==> config.mk <==
export PLATFORM = sky130hd
export DESIGN_NAME = ysyx_22050019_pipe_stage
export DESIGN_NICKNAME = d
export VERILOG_FILES = /design/src/rtl/ysyx_22050019_pipe_stage.sv
export SDC_FILE = /design/constraint.sdc
export NUM_CORES = 1
export LEC_CHECK = 0
export CORE_AREA = 10 10 475 477
export CTS_CLUSTER_SIZE = 20
export DETAILED_ROUTE_END_ITERATION = 10
export DIE_AREA = 0 0 485 487
export MAX_ROUTING_LAYER = met4
export PLACE_DENSITY_LB_ADDON = 0.1
export SYNTH_ARGS = -nofsm -noshare
export SYNTH_HDL_FRONTEND = slang
export SYNTH_SLANG_ARGS = --single-unit
export TNS_END_PERCENT = 5
==> constraint.sdc <==
create_clock -name clk -period 5.2 [get_ports clk]
set_clock_uncertainty 0.1 [all_clocks]
set_input_delay 1.04 -clock clk [delete_from_list [all_inputs] [get_ports clk]]
set_output_delay 1.04 -clock clk [all_outputs]
set_load 0.01 [all_outputs]
==> src/rtl/ysyx_22050019_pipe_stage.sv <==
// ysyx_22050019_pipe_stage: two-entry skid-buffered pipeline register.
//
// The main entry drives the downstream outputs. The skid entry catches one
// beat that was accepted while main was stalled. Because in_ready comes
// straight from the skid valid flop, the backpressure path from out_ready
// to in_ready is fully registered.
//
// Handshake: a transfer happens on a rising clk edge where valid && ready
// are both high. in_valid/in_ready form the upstream side and
// out_valid/out_ready the downstream side. The producer holds its payload
// stable while valid is high and ready is low. Valid never depends
// combinationally on ready.
//
// Optional feature macro: YSYX_22050019_PIPE_DIFFTEST_EN
//   defined   : commit flag, debug sideband and stall counter are stored.
//   undefined : out_commit, out_dbg and stall_cnt are tied to 0 and have
//               no storage. Handshake and payload behaviour are identical.
module ysyx_22050019_pipe_stage #(
  parameter int DW    = 256,
  parameter int DBG_W = 352,
  parameter int CNT_W = 32
) (
  input  logic             clk,
  input  logic             rst_n,
  input  logic             in_valid,
  output logic             in_ready,
  input  logic [DW-1:0]    in_data,
  input  logic             in_commit,
  input  logic [DBG_W-1:0] in_dbg,
  input  logic             flush_i,
  output logic             out_valid,
  input  logic             out_ready,
  output logic [DW-1:0]    out_data,
  output logic             out_commit,
  output logic [DBG_W-1:0] out_dbg,
  output logic [CNT_W-1:0] stall_cnt
);

  logic          main_valid;
  logic          skid_valid;
  logic [DW-1:0] main_data;
  logic [DW-1:0] skid_data;

  logic accept;
  logic main_load;
  logic main_from_skid;
  logic main_from_in;
  logic skid_from_in;
  logic main_valid_nxt;
  logic skid_valid_nxt;

  assign in_ready  = !skid_valid;
  assign accept    = in_valid && in_ready;
  assign out_valid = main_valid;
  assign out_data  = main_data;

  // Routing decisions: main reloads on handoff or when empty; skid catches a stalled accept.
  always_comb begin
    main_load      = !main_valid || out_ready;
    main_from_skid = main_load && skid_valid;
    main_from_in   = main_load && !skid_valid && accept;
    skid_from_in   = accept && (!main_load || skid_valid);
    main_valid_nxt = main_valid;
    skid_valid_nxt = skid_valid;
    if (main_load) begin
      main_valid_nxt = skid_valid || accept;
    end
    if (skid_from_in) begin
      skid_valid_nxt = 1'b1;
    end else if (main_from_skid) begin
      skid_valid_nxt = 1'b0;
    end
  end

  // Valid flags and payload storage; flush empties both entries and zeroes the payload.
  always_ff @(posedge clk or negedge rst_n) begin
    if (!rst_n) begin
      main_valid <= 1'b0;
      skid_valid <= 1'b0;
      main_data  <= '0;
      skid_data  <= '0;
    end else if (flush_i) begin
      main_valid <= 1'b0;
      skid_valid <= 1'b0;
      main_data  <= '0;
      skid_data  <= '0;
    end else begin
      main_valid <= main_valid_nxt;
      skid_valid <= skid_valid_nxt;
      if (main_from_skid) begin
        main_data <= skid_data;
      end else if (main_from_in) begin
        main_data <= in_data;
      end
      if (skid_from_in) begin
        skid_data <= in_data;
      end
    end
  end

`ifdef YSYX_22050019_PIPE_DIFFTEST_EN
  logic             main_commit;
  logic             skid_commit;
  logic [DBG_W-1:0] main_dbg;
  logic [DBG_W-1:0] skid_dbg;
  logic [CNT_W-1:0] stall_q;

  // Commit flags follow the payload; flush clears them so no stale retire is reported.
  always_ff @(posedge clk or negedge rst_n) begin
    if (!rst_n) begin
      main_commit <= 1'b0;
      skid_commit <= 1'b0;
    end else if (flush_i) begin
      main_commit <= 1'b0;
      skid_commit <= 1'b0;
    end else begin
      if (main_from_skid) begin
        main_commit <= skid_commit;
      end else if (main_from_in) begin
        main_commit <= in_commit;
      end
      if (skid_from_in) begin
        skid_commit <= in_commit;
      end
    end
  end

  // Debug sideband follows the payload but survives flush for post-mortem inspection.
  always_ff @(posedge clk or negedge rst_n) begin
    if (!rst_n) begin
      main_dbg <= '0;
      skid_dbg <= '0;
    end else if (!flush_i) begin
      if (main_from_skid) begin
        main_dbg <= skid_dbg;
      end else if (main_from_in) begin
        main_dbg <= in_dbg;
      end
      if (skid_from_in) begin
        skid_dbg <= in_dbg;
      end
    end
  end

  // Saturating count of cycles where downstream stalls a valid entry; flush does not touch it.
  always_ff @(posedge clk or negedge rst_n) begin
    if (!rst_n) begin
      stall_q <= '0;
    end else if (main_valid && !out_ready && (stall_q != {CNT_W{1'b1}})) begin
      stall_q <= stall_q + 1'b1;
    end
  end

  assign out_commit = main_valid && main_commit;
  assign out_dbg    = main_dbg;
  assign stall_cnt  = stall_q;
`else
  logic unused_difftest;
  assign unused_difftest = ^{in_commit, in_dbg};

  assign out_commit = 1'b0;
  assign out_dbg    = '0;
  assign stall_cnt  = '0;
`endif

endmodule

# After elaboration in Yosys (flattened, before gate mapping)
# Cells that the tools add are included.
totals:
  regBits: 514
  in_bits: 614
  output_inout_bits: 643
  word_cells: 29
op_classes:
  muxes: 10
  n_reduce_logical: 15
ops:
  columns: ["op", "count"]
  rows:
  - ["$mux W256", 5]
  - ["$reduce_bool A3 Y1", 2]
  - ["$logic_and A1 B1 Y1", 5]
  - ["$mux W1", 5]
  - ["$reduce_bool A2 Y1", 2]
  - ["$logic_not A1 Y1", 3]
  - ["$logic_or A1 B1 Y1", 3]

# Longest topological paths before layout
logic_depth:
  ltp_word: 7
  ltp_mapped: 7
  mapped_depth_nobuf: 3

# Least setup slack after synthesis
# OpenSTA, ideal clock, no wires.
synth_path:
  kind: "input -> register"
  from: "in out_ready"
  to: "reg skid_data[100]"
  setup_ns: 0.121
  arrival_ns: 1.965
  required_ns: 4.979
  slack_ns: 3.014
  stages: 5
  path_buffers: 2
  cell_sequence: "nor4bb_2 -> nor2_1 -> clkbuf_1 -> buf_2 -> a22o_1"
synth_via:
  elab_chain_len: 5
synth_lines:
  columns: ["item", "line_no", "source"]
  rows:
  - ["start: declaration", "32", "input logic out_ready,"]
  - ["$logic_or A1 B1 Y1", "59", "main_load = !main_valid || out_ready;"]
  - ["$logic_not A1 Y1", "62", "skid_from_in = accept && (!main_load || skid_valid);"]
  - ["$logic_or A1 B1 Y1", "62", null]
  - ["$logic_and A1 B1 Y1", "62", null]
  - ["$reduce_bool A2 Y1 (no line)", null, null]
  - ["end signal: assignment", "96", "skid_data <= in_data;"]
  - ["end: declaration", "42", "logic [DW-1:0] skid_data;"]
# No other way between the ends.
# A chain may end at the register's enable or synchronous reset.

# Worst setup path after layout
layout_path:
  from: "reg main_data[117] (netlist: out_data[117])"
  to: "out out_data[117]"
layout_lines:
  columns: ["item", "line_no", "source"]
  rows:
  - ["start: declaration", "41", "logic [DW-1:0] main_data;"]
  - ["start signal: assignment", "91", "main_data <= skid_data;"]
  - ["start signal: assignment", "93", "main_data <= in_data;"]
  - ["end: declaration", "33", "output logic [DW-1:0] out_data,"]
# No word-level cell between the ends.

==> metrics <==
outcome complete, no violations; Crit Path Max Fanout 2; min Tclk post-route 3.15 ns; Synth top area share 54.2%; path category of the worst min-delay check in2async; clock sinks 514; CTS Buf Count 79; final setup vio count 0; Filler cells 23900; sequential area share after synthesis 54.2%; DPL Wire Length 76900 microns; max_cap viols 0; fin worst setup slack 2.05 ns; Starting Density 11.0%; H-Tree Level Count 3; crit path DAT 2.01 ns; setup TNS 0 ns; die area 0.236 sq mm; CP bufs+invs 1; Peak VDD IR 240 uV; total wire length 111000 microns; Die Ht 487 microns; FP Rows 171; Area Growth Syn to Fin 40.5%; area of the multi-input gates 0.00859 sq mm; critical-path cell list clkdlybuf4s50_1; Leakage 13.4 nW; Root Buffer clkbuf_16; Post-CTS Setup Inserts 0; Mean Syn Cell Area 13.0 sq um; Power Density 333 mW/mm^2; DRC viols 0; mapped cell area 0.0237 sq mm; crit path launch type register; Clk Latency, worst-skew pair 0.70 ns; final period utilization 60.6%; Post-Place Setup Slack 1.67 ns; first-pass GRT wire length 153000 microns; layout cells sized above 1 6.64%; Synth warnings 0; GR Overflow Total 0; Die W 485 microns; CP top delay family buffers and inverters; post-synth cell types 20; f_max 0.317 GHz; port bufs 518; Final Instance Area 0.0333 sq mm; register bit total from synthesis 514; post-synthesis cell count 1822; vias in the first global route 17700; Final ANT Viol Nets 0; nature of the critical path endpoint output port; Layout Nets 2926; Placer Congestion 0.697; Reg area 0.0129 sq mm; TritonCTS clock tree done; CP peak stage delay 0.98 ns; cell taking the most area after synthesis dfrtp_1; EDFF count, synth 0; Slew Limit Fails 0; unrepaired setup endpoints after global routing no; TritonRoute pass-1 iters 4; routed length per instance 21.1 microns; slowest CP cell clkdlybuf4s50_1; DP Area 0.0307 sq mm; critical path class reg2out; core area 0.216 sq mm; commonest cells in the synthesized netlist dfrtp_1, buf_4, a22o_1, mux2i_1, o2bb2ai_1; WP data required 4.06 ns; largest net degree at the start of global routing 121; ys flop type dfrtp_1; clock-pin slew on the worst setup and hold paths 0.05 ns; initial DRC count 765; all-layer global routing usage 9.25%; CTS Hold Bufs 0; Area contributors post-synth dfrtp_1, buf_4, mux2i_1; Worst slew margin 32.0%; clk buf depth 3; Top-Level Pins 1257; vias per inst 3.07; initial antenna violation count 52; Fin. Hold Viols 0; Slew @ Worst Pin 1.02 ns; cts repair resizes 0; top-count cell post-synth dfrtp_1; FFs w/ async S/R, synth 100%; via count 16200
-- path summary, 6_finish.rpt --
kind	startpoint	endpoint	slack [ns]	depth (start not counted)
setup reg to reg	skid_valid$_DFFE_PN0P_	out_data[144]$_DFFE_PN0P_	2.35	4
hold reg to reg	out_data[120]$_DFFE_PN0P_	out_data[120]$_DFFE_PN0P_	0.38	1
min in group clk	out_data[120]$_DFFE_PN0P_	out_data[120]$_DFFE_PN0P_	0.38	1
hold / removal	rst_n	skid_data[28]$_DFFE_PN0P_	0.17	1
setup / recovery	out_data[117]$_DFFE_PN0P_	out_data[117]	2.05	1
max in group asynchronous	rst_n	out_data[235]$_DFFE_PN0P_	3.57	2
-- through the flow --
stage                     instances  power (mW)  hold slack [ns]  utilization [%]
after floorplan                2206        5.09            0.373                -
after global placement         5085        5.79            0.375             14.2
after detailed placement       5085        5.79            0.373             14.2
after CTS                      5219        11.4           0.0928             15.4
after global routing           5255        11.7            0.125             15.4
final                          5258        11.1            0.171             15.4
-- flip-flops by register name, indices dropped and copies added (netlist names) --
register	cells
out_data	256
skid_data	256
out_valid	1
skid_valid	1
-- where the power goes --
group | internal [mW] | total (mW) | switching (mW)
Combinational | 0.574 | 1.41 | 0.831
Clock | 3.25 | 5.41 | 2.17
Sequential | 4.18 | 4.30 | 0.113
Total | 8.01 | 11.1 | 3.11
-- cells by family after synthesis --
kind of cell / share of synthesized area [%]
AO/OA/AOI/OAI: 19.0
buffers and inverters: 15.8
flip-flops: 54.2
multiplexers: 10.8
other: 0.0158
AND/OR/NAND/NOR: 0.221
-- layer usage --
| layer | GRT usage (%) | vias to the layer above | share of wire (%) |
|---|---|---|---|
| met5 | - | - | 0 |
| met4 | 2.90 | 0 | 3.0 |
| met3 | 4.82 | 150 | 11 |
| met2 | 14.1 | 712 | 45 |
| met1 | 10.5 | 8275 | 41 |
| li1 | - | 7029 | - |
-- cell usage in the layout, fill, tap and decap left out --
| cell | Yosys | routed |
|---|---|---|
| clkdlybuf4s50_1 | 0 | 517 |
| dfrtp_1 | 514 | 513 |
| conb_1 | 1 | 385 |
| mux2i_1 | 256 | 256 |
| o2bb2ai_1 | 256 | 256 |
| a22o_1 | 256 | 256 |
| clkbuf_16 | 0 | 81 |
| diode_2 | 0 | 39 |
| clkbuf_1 | 10 | 18 |
| buf_4 | 390 | 18 |
| buf_12 | 0 | 16 |
| clkbuf_8 | 0 | 14 |
| clkinv_2 | 0 | 9 |
| bufinv_16 | 0 | 4 |
| clkinvlp_4 | 0 | 3 |
| inv_1 | 2 | 2 |
| clkinv_8 | 0 | 2 |
| nand2b_1 | 1 | 1 |
| or2_1 | 1 | 1 |
| a21oi_4 | 0 | 1 |
| nand3_4 | 0 | 1 |
| nor4bb_2 | 1 | 1 |
| nor2_4 | 0 | 1 |
| and2_4 | 0 | 1 |
| nor2_1 | 2 | 1 |
| a21oi_1 | 1 | 1 |
| nor3_1 | 1 | 1 |
| clkinv_16 | 0 | 1 |
| clkinv_4 | 0 | 1 |
| inv_16 | 0 | 1 |
| buf_8 | 0 | 1 |
| dfrtp_4 | 0 | 1 |
-- cell type report --
| type | count | area share [%] |
|---|---|---|
| well taps | 2854 | 10.7 |
| flip-flops and latches | 514 | 38.6 |
| multi-input cells | 1163 | 25.8 |
| inverters | 2 | 0.0225 |
| diodes | 39 | 0.293 |
| clock buffers | 113 | 6.86 |
| repair buffers | 552 | 16.9 |
| clock inverters | 21 | 0.837 |
Power figures use the tool's default switching activity.
